### src/rtl/johnson_dec_pkg.sv
// Johnson decoder shared types: FSM states and the code-to-index table.
// Optional error counter is enabled by JOHNSON_DEC_ERRCNT_EN.
package johnson_dec_pkg;

  typedef enum logic {
    HUNT   = 1'b0,
    LOCKED = 1'b1
  } state_t;

  // entry i is the Johnson code whose index is i
  localparam logic [7:0][3:0] CODE_TAB = {
    4'b0001, 4'b0011, 4'b0111, 4'b1111,
    4'b1110, 4'b1100, 4'b1000, 4'b0000
  };

  // {legal, idx} returned for any code not in CODE_TAB
  localparam logic [3:0] LUT_ILLEGAL = 4'b0000;

endpackage

### src/rtl/johnson_code_lut.sv
// Combinational Johnson code -> {legal, idx} lookup.
// Shares CODE_TAB with the rest of the johnson_dec slice.
module johnson_code_lut
  import johnson_dec_pkg::*;
(
  input  logic [3:0] code,
  output logic       legal,
  output logic [2:0] idx
);

  always_comb begin
    {legal, idx} = LUT_ILLEGAL;
    for (int i = 0; i < 8; i++) begin
      if (code == CODE_TAB[i]) begin
        {legal, idx} = {1'b1, 3'(i)};
      end
    end
  end

endmodule

### src/rtl/johnson_decoder.sv
// Johnson counter decoder with successor checking and lock FSM.
// Define JOHNSON_DEC_ERRCNT_EN to add the saturating ERR_CNT output.
module johnson_decoder #(
  parameter int LOCK_CNT  = 3,
  parameter int ERR_CNT_W = 8
) (
  input  logic       CLK,
  input  logic       CLR,
  input  logic       EN,
  input  logic [3:0] Q,
  input  logic       CLR_ERR,
  output logic [2:0] IDX,
  output logic [7:0] ONEHOT,
  output logic       VALID,
  output logic       LOCKED,
  output logic       ERR_CODE,
  output logic       ERR_SEQ,
  output logic       ERR_STICKY
`ifdef JOHNSON_DEC_ERRCNT_EN
 ,output logic [ERR_CNT_W-1:0] ERR_CNT
`endif
);

  import johnson_dec_pkg::*;

  state_t     st_q, st_d;
  logic [2:0] run_q, run_d;
  logic [2:0] idx_q, idx_d;
  logic       valid_q, valid_d;
  logic       ec_q, ec_d;
  logic       es_q, es_d;
  logic       sticky_q, sticky_d;
  logic       lut_legal;
  logic [2:0] lut_idx;
  logic       succ;
  logic       err_now;

  johnson_code_lut u_lut (
    .code  (Q),
    .legal (lut_legal),
    .idx   (lut_idx)
  );

  // successor only counts when the previous sample was itself legal
  assign succ    = valid_q && (lut_idx == 3'(idx_q + 3'd1));
  assign err_now = ec_d | es_d;

  always_comb begin
    st_d    = st_q;
    run_d   = run_q;
    idx_d   = idx_q;
    valid_d = valid_q;
    ec_d    = 1'b0;
    es_d    = 1'b0;
    if (EN) begin
      valid_d = lut_legal;
      if (lut_legal) idx_d = lut_idx;
      unique case (st_q)
        johnson_dec_pkg::HUNT: begin
          if (!lut_legal) begin
            ec_d  = 1'b1;
            run_d = '0;
          end else if (!succ) begin
            run_d = '0;
          end else if (int'(run_q) + 1 >= LOCK_CNT) begin
            st_d  = johnson_dec_pkg::LOCKED;
            run_d = '0;
          end else begin
            run_d = run_q + 3'd1;
          end
        end
        johnson_dec_pkg::LOCKED: begin
          if (!lut_legal) begin
            ec_d  = 1'b1;
            st_d  = johnson_dec_pkg::HUNT;
            run_d = '0;
          end else if (!succ) begin
            es_d  = 1'b1;
            st_d  = johnson_dec_pkg::HUNT;
            run_d = '0;
          end
        end
        default: st_d = johnson_dec_pkg::HUNT;
      endcase
    end
    // clear first, then this sample's error
    sticky_d = (CLR_ERR ? 1'b0 : sticky_q) | err_now;
  end

  always_ff @(posedge CLK or negedge CLR) begin
    if (!CLR) begin
      st_q     <= johnson_dec_pkg::HUNT;
      run_q    <= '0;
      idx_q    <= '0;
      valid_q  <= 1'b0;
      ec_q     <= 1'b0;
      es_q     <= 1'b0;
      sticky_q <= 1'b0;
    end else begin
      st_q     <= st_d;
      run_q    <= run_d;
      idx_q    <= idx_d;
      valid_q  <= valid_d;
      ec_q     <= ec_d;
      es_q     <= es_d;
      sticky_q <= sticky_d;
    end
  end

`ifdef JOHNSON_DEC_ERRCNT_EN
  logic [ERR_CNT_W-1:0] cnt_q, cnt_d;

  always_comb begin
    cnt_d = CLR_ERR ? '0 : cnt_q;
    if (err_now && (cnt_d != '1)) begin
      cnt_d = cnt_d + ERR_CNT_W'(1);
    end
  end

  always_ff @(posedge CLK or negedge CLR) begin
    if (!CLR) cnt_q <= '0;
    else      cnt_q <= cnt_d;
  end

  assign ERR_CNT = cnt_q;
`endif

  assign IDX        = idx_q;
  assign VALID      = valid_q;
  assign ONEHOT     = valid_q ? (8'd1 << idx_q) : 8'd0;
  assign LOCKED     = (st_q == johnson_dec_pkg::LOCKED);
  assign ERR_CODE   = ec_q;
  assign ERR_SEQ    = es_q;
  assign ERR_STICKY = sticky_q;

endmodule

### config.mk
export PLATFORM = sky130hd
export DESIGN_NAME = johnson_decoder
export DESIGN_NICKNAME = d
export VERILOG_FILES = /design/src/rtl/johnson_dec_pkg.sv /design/src/rtl/johnson_code_lut.sv /design/src/rtl/johnson_decoder.sv
export SDC_FILE = /design/constraint.sdc
export NUM_CORES = 1
export LEC_CHECK = 0
export CORE_MARGIN = 10
export CORE_UTILIZATION = 35
export CTS_CLUSTER_SIZE = 16
export DETAILED_ROUTE_END_ITERATION = 10
export SETUP_SLACK_MARGIN = 0.02
export SLEW_MARGIN = 15
export SYNTH_ARGS = -nofsm -noshare
export SYNTH_HDL_FRONTEND = slang
export SYNTH_SLANG_ARGS = --single-unit
export TNS_END_PERCENT = 5
### constraint.sdc
create_clock -name CLK -period 2.2 [get_ports CLK]
set_input_delay 0.22 -clock CLK [delete_from_list [all_inputs] [get_ports CLK]]
set_output_delay 0.22 -clock CLK [all_outputs]
set_load 0.1 [all_outputs]
==> results of run 1 <==
sequential cells by signal, indices dropped and copies added (netlist names):
register	count
ERR_CODE	1
ERR_SEQ	1
ERR_STICKY	1
IDX	3
LOCKED	1
VALID	1
run_q	3
cell families after synthesis:
family | share of synthesized area (%)
multiplexers | 1.668
adder cells (fa/ha/maj) | 11.13
AND/OR/NAND/NOR | 21.84
AO/OA/AOI/OAI | 25.04
flip-flops | 30.60
buffers and inverters | 6.813
XOR/XNOR | 2.921
final timing paths:
kind | endpoint | depth (start not counted) | slack [ps]
max reg2reg | ERR_STICKY | 7 | 80
max in group asynchronous | IDX[1] | 1 | 1550
min reg2reg | ERR_STICKY | 1 | 500
max | ERR_STICKY | 7 | 80
min | run_q[0] | 1 | 280
min in group CLK | ERR_STICKY | 1 | 500
power groups by stage:
| stage | Combinational, mW | Sequential (mW) | Clock [mW] |
|---|---|---|---|
| global placement | 0.560 | 0.259 | 0 |
| floorplan | 0.291 | 0.367 | 0 |
| CTS | 0.566 | 0.256 | 0.139 |
| finish | 0.581 | 0.256 | 0.131 |
| detailed placement | 0.565 | 0.260 | 0 |
| global route | 0.615 | 0.262 | 0.150 |
what timing repair did:
action / CTS / global route
hold buffers: 0 / 0
gates resized for setup: 0 / 3
endpoints found under the setup margin: 0 / 5
buffers inserted: 0 / 1
through the flow:
stage / TNS [ps] / power [mW] / setup WS [ps] / hold WS (ps)
CTS: 0 / 0.9603 / 77.25 / 292.0
global route: 0 / 1.026 / 3.332 / 294.5
global placement: 0 / 0.8187 / 81.14 / 486.7
floorplan: -11.33 / 0.6572 / -11.33 / -75.59
detailed placement: 0 / 0.8246 / 36.65 / 488.0
finish: 0 / 0.9687 / 78.23 / 275.5
synth_stat cells:
master and instances:
dfrtp_1 11, a21oi_1 10, nor2_1 9, and2_1 8, ha_1 8, inv_1 8, nand2_1 5, a31oi_1 3
and3_1 3, nand2b_1 3, a211oi_1 2, buf_4 2, nor3_1 2, o22ai_1 2, o2bb2ai_1 2, o31ai_2 2
xnor2_1 2, a2111oi_4 1, a211o_1 1, a22oi_1 1, a2bb2oi_1 1, a41o_1 1, and3_4 1, buf_1 1
buf_2 1, clkbuf_1 1, inv_2 1, mux2_4 1, nand3_2 1, nor2b_1 1, nor4_1 1, nor4_2 1
o2111a_1 1, o21a_1 1, o21ai_0 1, xor2_1 1
layout make-up:
cell class / count / area share [%]
well taps: 30 / 2.830
inverters: 9 / 2.736
repair buffers: 31 / 26.42
clock buffers: 4 / 1.981
multi-input cells: 76 / 44.53
flip-flops and latches: 11 / 21.51
worst register-to-register path, cell delays in order, from the launching register on:
cell and delay [ps]:
dfrtp_4 520, inv_2 100, ha_4 220, inv_2 60, mux2_4 310, a2111oi_4 410, a21oi_1 140, a211o_1 240
metal layers:
metal  vias to the layer above  wire, µm  global-route usage [%]
met1                       385       949                   9.427
li1                        416         -                       -
met3                         0       132                   3.626
met4                         0         0                   1.290
met5                         -         0                       0
met2                        20      1124                   14.64
cell usage in the layout, fill, tap and decap left out, types with 3 or more instances in the layout:
cell,n
dfrtp_1,7
clkdlybuf4s50_1,7
a31oi_1,3
and3_1,3
and2_1,8
buf_12,8
inv_1,6
clkbuf_4,3
a21oi_1,10
nor2_1,9
ha_1,5
nand2_1,5
buf_4,16
nand2b_1,3
==> out/results.ini, run 1 <==
[run_status]
status = complete, no violations

[detailed_routing]
drc = 0
routed_via_density = 5.099
drt-pass1-iter-count = 4
drtIter0Drc = 15
vias = 821
drt-total-wl_um = 2207
drtAntennaViolNets = 0
wl_per_cell_um = 13.71

[clock_network]
htreeDepth = 1
cts-root-buf = clkbuf_4
clkTransAtPathRegs_ps = 70
clkLatencyLatePin_ps = 260
cts_buffers = 3
cts_tree = done
cts_num_sinks = 11
cts_buffer_depth = 2

[power]
power_density_mw_per_mm2 = 730.4
combPwrFrac_pct = 60.0
clkPwrFrac_pct = 13.6
ir_worst_vdd_mv = 0.5463
p_switching_mw = 0.4662
switching_share_pct = 48.12
seqPwrFrac_pct = 26.4
p_leak_nw = 0.5992
intPower_mw = 0.5025

[synthesis]
synth_warnings = 0
synthCells = 101
synth_area_leaders = dfrtp_1, ha_1, a21oi_1
seq_area_frac_synth_pct = 30.60
synth.top_cell.area_share_pct = 30.60
ys_ff_latch = 11
synth_cell_types = 36
synthesis.area_um2 = 899.6
postSynthAreaPerCell_um2 = 8.907
synth_area_leader_cell = dfrtp_1
synth_fp_nets = 117

[layout]
seq_area_um2 = 285.3
n_fill_cell = 224
finalInstanceArea_mm2 = 0.001326
drive_above_1_share_pct = 33.59
syn2layout_area_growth_pct = 47.43
multi_input_area_um2 = 590.6
nets = 148
n_antenna_cell = 0
final_util_pct = 54.03
final_cells = 161

[timing]
finalSetupViolations = 0
fin_skew_ps = 7.794
layout_min_cycle_time_ps = 2122
worst_slew_pin_slew_ps = 473.9
slew_headroom_pct = 68.30
finalCritPeriodShare_pct = 96.44
hold_viol = 0
maxSlewViolCount = 0
rsz0062_at_grt = yes
timing.fmax_mhz = 471.3

[placement]
placed_area_mm2 = 0.001275
gp_congestion = 0.7852
hpwlAfterDp_um = 1820
dp.cells = 156
io_buffers = 23

[setup_path]
critPathKind = reg -> reg
crit_top_cell = inv_2
crit_slowest_cell = dfrtp_4
start_kind = flop
crit_chain = inv_2 -> ha_4 -> inv_2 -> mux2_4 -> a2111oi_4 -> a21oi_1 -> a211o_1
startpoint = IDX[0]
r2r-start = IDX[0]
crit_buf_inv = 2
critPathCaptureType = flop
critical-path-max-stage-delay_ps = 520
cp_top_family = compound AO/OA/AOI/OAI gates
crit_required_ps = 2360
worst-path-max-fanout = 7
crit_arrival_ps = 2280

[grt]
gr-total-overflow = 0
grt_usage_pct = 8.415
grt_pass1_vias = 813
grt_pass1_wl_um = 3663
antenna_found_initial = 0
grt_start_max_net_pins = 12

[floorplanning]
rows = 18
dieWidth_um = 70.70
die-area_mm2 = 0.004998
pin_count = 24
initial_utilization_pct = 36.65
die_h_um = 70.70
core_area_mm2 = 0.002455

[min_path]
hp-class = in -> async

[run]
drv_cap = 0

Power figures use the tool's default switching activity.
==> run 2, diff against run 1 <==
- CAP_MARGIN: not set -> 10
- CORE_UTILIZATION: 35 -> 49
- CTS_BUF_LIST: not set -> sky130_fd_sc_hd__clkbuf_8
- PLACE_DENSITY: not set -> 0.81
==> run 2 against run 1 <==
First-iteration DRC count grew 33%. Clock-buffer cell count shrank 1. Sequential share of layout area is essentially flat. Register-to-register slack is essentially flat. Combinational power shrank 1%. Flip-flop and latch count is the same. Routed wire length grew 11%.
==> out/results.ini, run 2 (synthesis gave the netlist of run 1 again) <==
[setup_path]
critical-path-max-stage-delay_ps = 520  ; about the same
r2r-start = IDX[0]
crit_required_ps = 2330  ; -30 ps
crit_arrival_ps = 2260  ; -20 ps
r2r.worst_path.cells = 6  ; -1
critPathKind = reg -> reg
crit_slowest_cell = dfrtp_4
crit_buf_inv = 0  ; -2
crit_top_cell = ha_1
start_kind = flop
crit_chain = ha_1 -> ha_1 -> a211oi_1 -> a2111oi_4 -> a41o_1 -> and2_1
cp_top_family = compound AO/OA/AOI/OAI gates
timing.rr.end = run_q[2]
critPathCaptureType = flop
worst-path-max-fanout = 8  ; +1
r2r_slack_ps = 60  ; about the same

[clock_network]
clkTransAtPathRegs_ps = 50  ; -20 ps
cts_buffers = 3  ; unchanged
cts_tree = done
htreeDepth = 1  ; unchanged
cts-root-buf = clkbuf_8
clkLatencyLatePin_ps = 240  ; -20 ps
post-cts-setup-buffers = 0  ; unchanged
cts_num_sinks = 11  ; unchanged
hold_buffers = 0  ; unchanged
cts_buffer_depth = 2  ; unchanged

[grt]
grt_pass1_vias = 809  ; -0.49%
use_met3_pct = 3.405  ; -0.22 points
grt_use_met2_pct = 21.67  ; +7.0 points
grt_usage_pct = 12.30  ; +3.9 points
grt_start_max_net_pins = 15  ; +3
gr-total-overflow = 0  ; unchanged
top_usage_layer = met2
antenna_found_initial = 0  ; unchanged
grt_pass1_wl_um = 3933  ; +7.4%
grtUsageMet1_pct = 12.74  ; +3.3 points

[power]
power_density_mw_per_mm2 = 780.8  ; +6.9%
p_leak_nw = 0.6030  ; +0.64%
ir_worst_vdd_mv = 0.5249  ; -3.9%

[timing]
finalSetupViolations = 0  ; unchanged
fin_skew_ps = 6.978  ; -0.8155 ps
maxSlewViolCount = 0  ; unchanged
worst_slew_pin_slew_ps = 506.1  ; +32.11 ps
fin_tns_setup_ps = 0  ; unchanged
hold_viol = 0  ; unchanged
finalCritPeriodShare_pct = 97.05  ; +0.60 points
rsz0062_at_grt = yes
layout_min_cycle_time_ps = 2135  ; +13.25 ps
timing.fmax_mhz = 468.4  ; -0.62%
whs_ps = 314.7  ; +39.11 ps
slew_headroom_pct = 66.16  ; -2.1 points

[layout]
multi_input_area_um2 = 588.1  ; -0.42%
mostFrequentLayoutCell = buf_4
final_util_pct = 76.67  ; +23 points
nets = 145  ; -2.0%
seq_area_um2 = 285.3  ; unchanged
final_cells = 153  ; -5.0%
final_cell_mix = buf_4, nor2_1, a21oi_1, buf_12, and2_1
syn2layout_area_growth_pct = 47.15
finalInstanceArea_mm2 = 0.001324  ; -0.19%
n_antenna_cell = 0  ; unchanged
drive_above_1_share_pct = 31.25  ; -2.3 points
n_fill_cell = 124  ; -45%

[floorplanning]
dieWidth_um = 62.85  ; -11%
core_area_mm2 = 0.001727  ; -30%
die_h_um = 62.85  ; -11%
die-area_mm2 = 0.003949  ; -21%
initial_utilization_pct = 52.10  ; +15 points
rows = 15  ; -3
pin_count = 24  ; unchanged

[detailed_routing]
drtAntennaViolNets = 0  ; unchanged
drt-pass1-iter-count = 5  ; +1
wl_per_cell_um = 15.97  ; +16%
drtIter0Drc = 20  ; +5
drc = 0  ; unchanged
drt-total-wl_um = 2443  ; +11%
routed_via_density = 5.634  ; +10%
vias = 862  ; +5.0%

[placement]
gp_congestion = 0.8873  ; +13%
io_buffers = 23  ; unchanged
hpwlAfterDp_um = 1937  ; +6.4%
dp.cells = 149  ; -4.5%
placed_area_mm2 = 0.001266  ; -0.69%

[min_path]
hp-class = in -> async

[run]
drv_cap = 0  ; unchanged

[run_status]
status = complete, no violations

-- run 2: what timing repair did --
action,4_1_cts,5_1_grt
pin swaps,0,2
resized for setup,1,1
setup endpoints to repair,1,4
-- run 2: through the flow --
step                      total power, mW  worst slack [ps]
after floorplan                    0.6572            -11.33
after global placement             0.8067             114.1
after detailed placement           0.8228             33.62
after CTS                           1.035             21.78
after global routing                1.080             7.265
final                               1.034             64.98
-- run 2: power by group --
group / total [mW] / switching, mW / internal, mW
Combinational: 0.574 / 0.379 / 0.195
Sequential: 0.257 / 0.0313 / 0.226
Clock: 0.202 / 0.0796 / 0.123
Total: 1.03 / 0.490 / 0.543
-- run 2: final cells by class --
type	count	share of cell area, %
clock inverters	1	0.2836
multi-input cells	76	44.42
flip-flops and latches	11	21.55
well taps	25	2.363
repair buffers	28	25.71
inverters	9	2.552
clock buffers	3	3.119
-- run 2: worst reg2reg max path, stage by stage (launching register included) --
cell	delay, ps
dfrtp_4	520
ha_1	240
ha_1	330
a211oi_1	410
a2111oi_4	110
a41o_1	260
and2_1	150
-- run 2: worst max path at each step --
stage,depth (start not counted),end,start
5_1_grt,7,LOCKED,IDX[1]
3_3_place_gp,7,ERR_STICKY,IDX[1]
3_5_place_dp,6,ERR_STICKY,IDX[0]
2_1_floorplan,7,ERR_STICKY,IDX[1]
4_1_cts,7,ERR_STICKY,IDX[1]
6_report,6,run_q[2],IDX[0]
-- run 2: per-layer routing --
layer	share of wire, %	vias to the layer above
li1	-	417
met4	2.9	0
met5	0	-
met3	5.6	7
met2	51	35
met1	40	403
==> run 3, diff against run 2 <==
- CAP_MARGIN: 10 -> 20
==> results of run 3 <==
No change in the layout: final DEF, timing and power equal those of run 2.
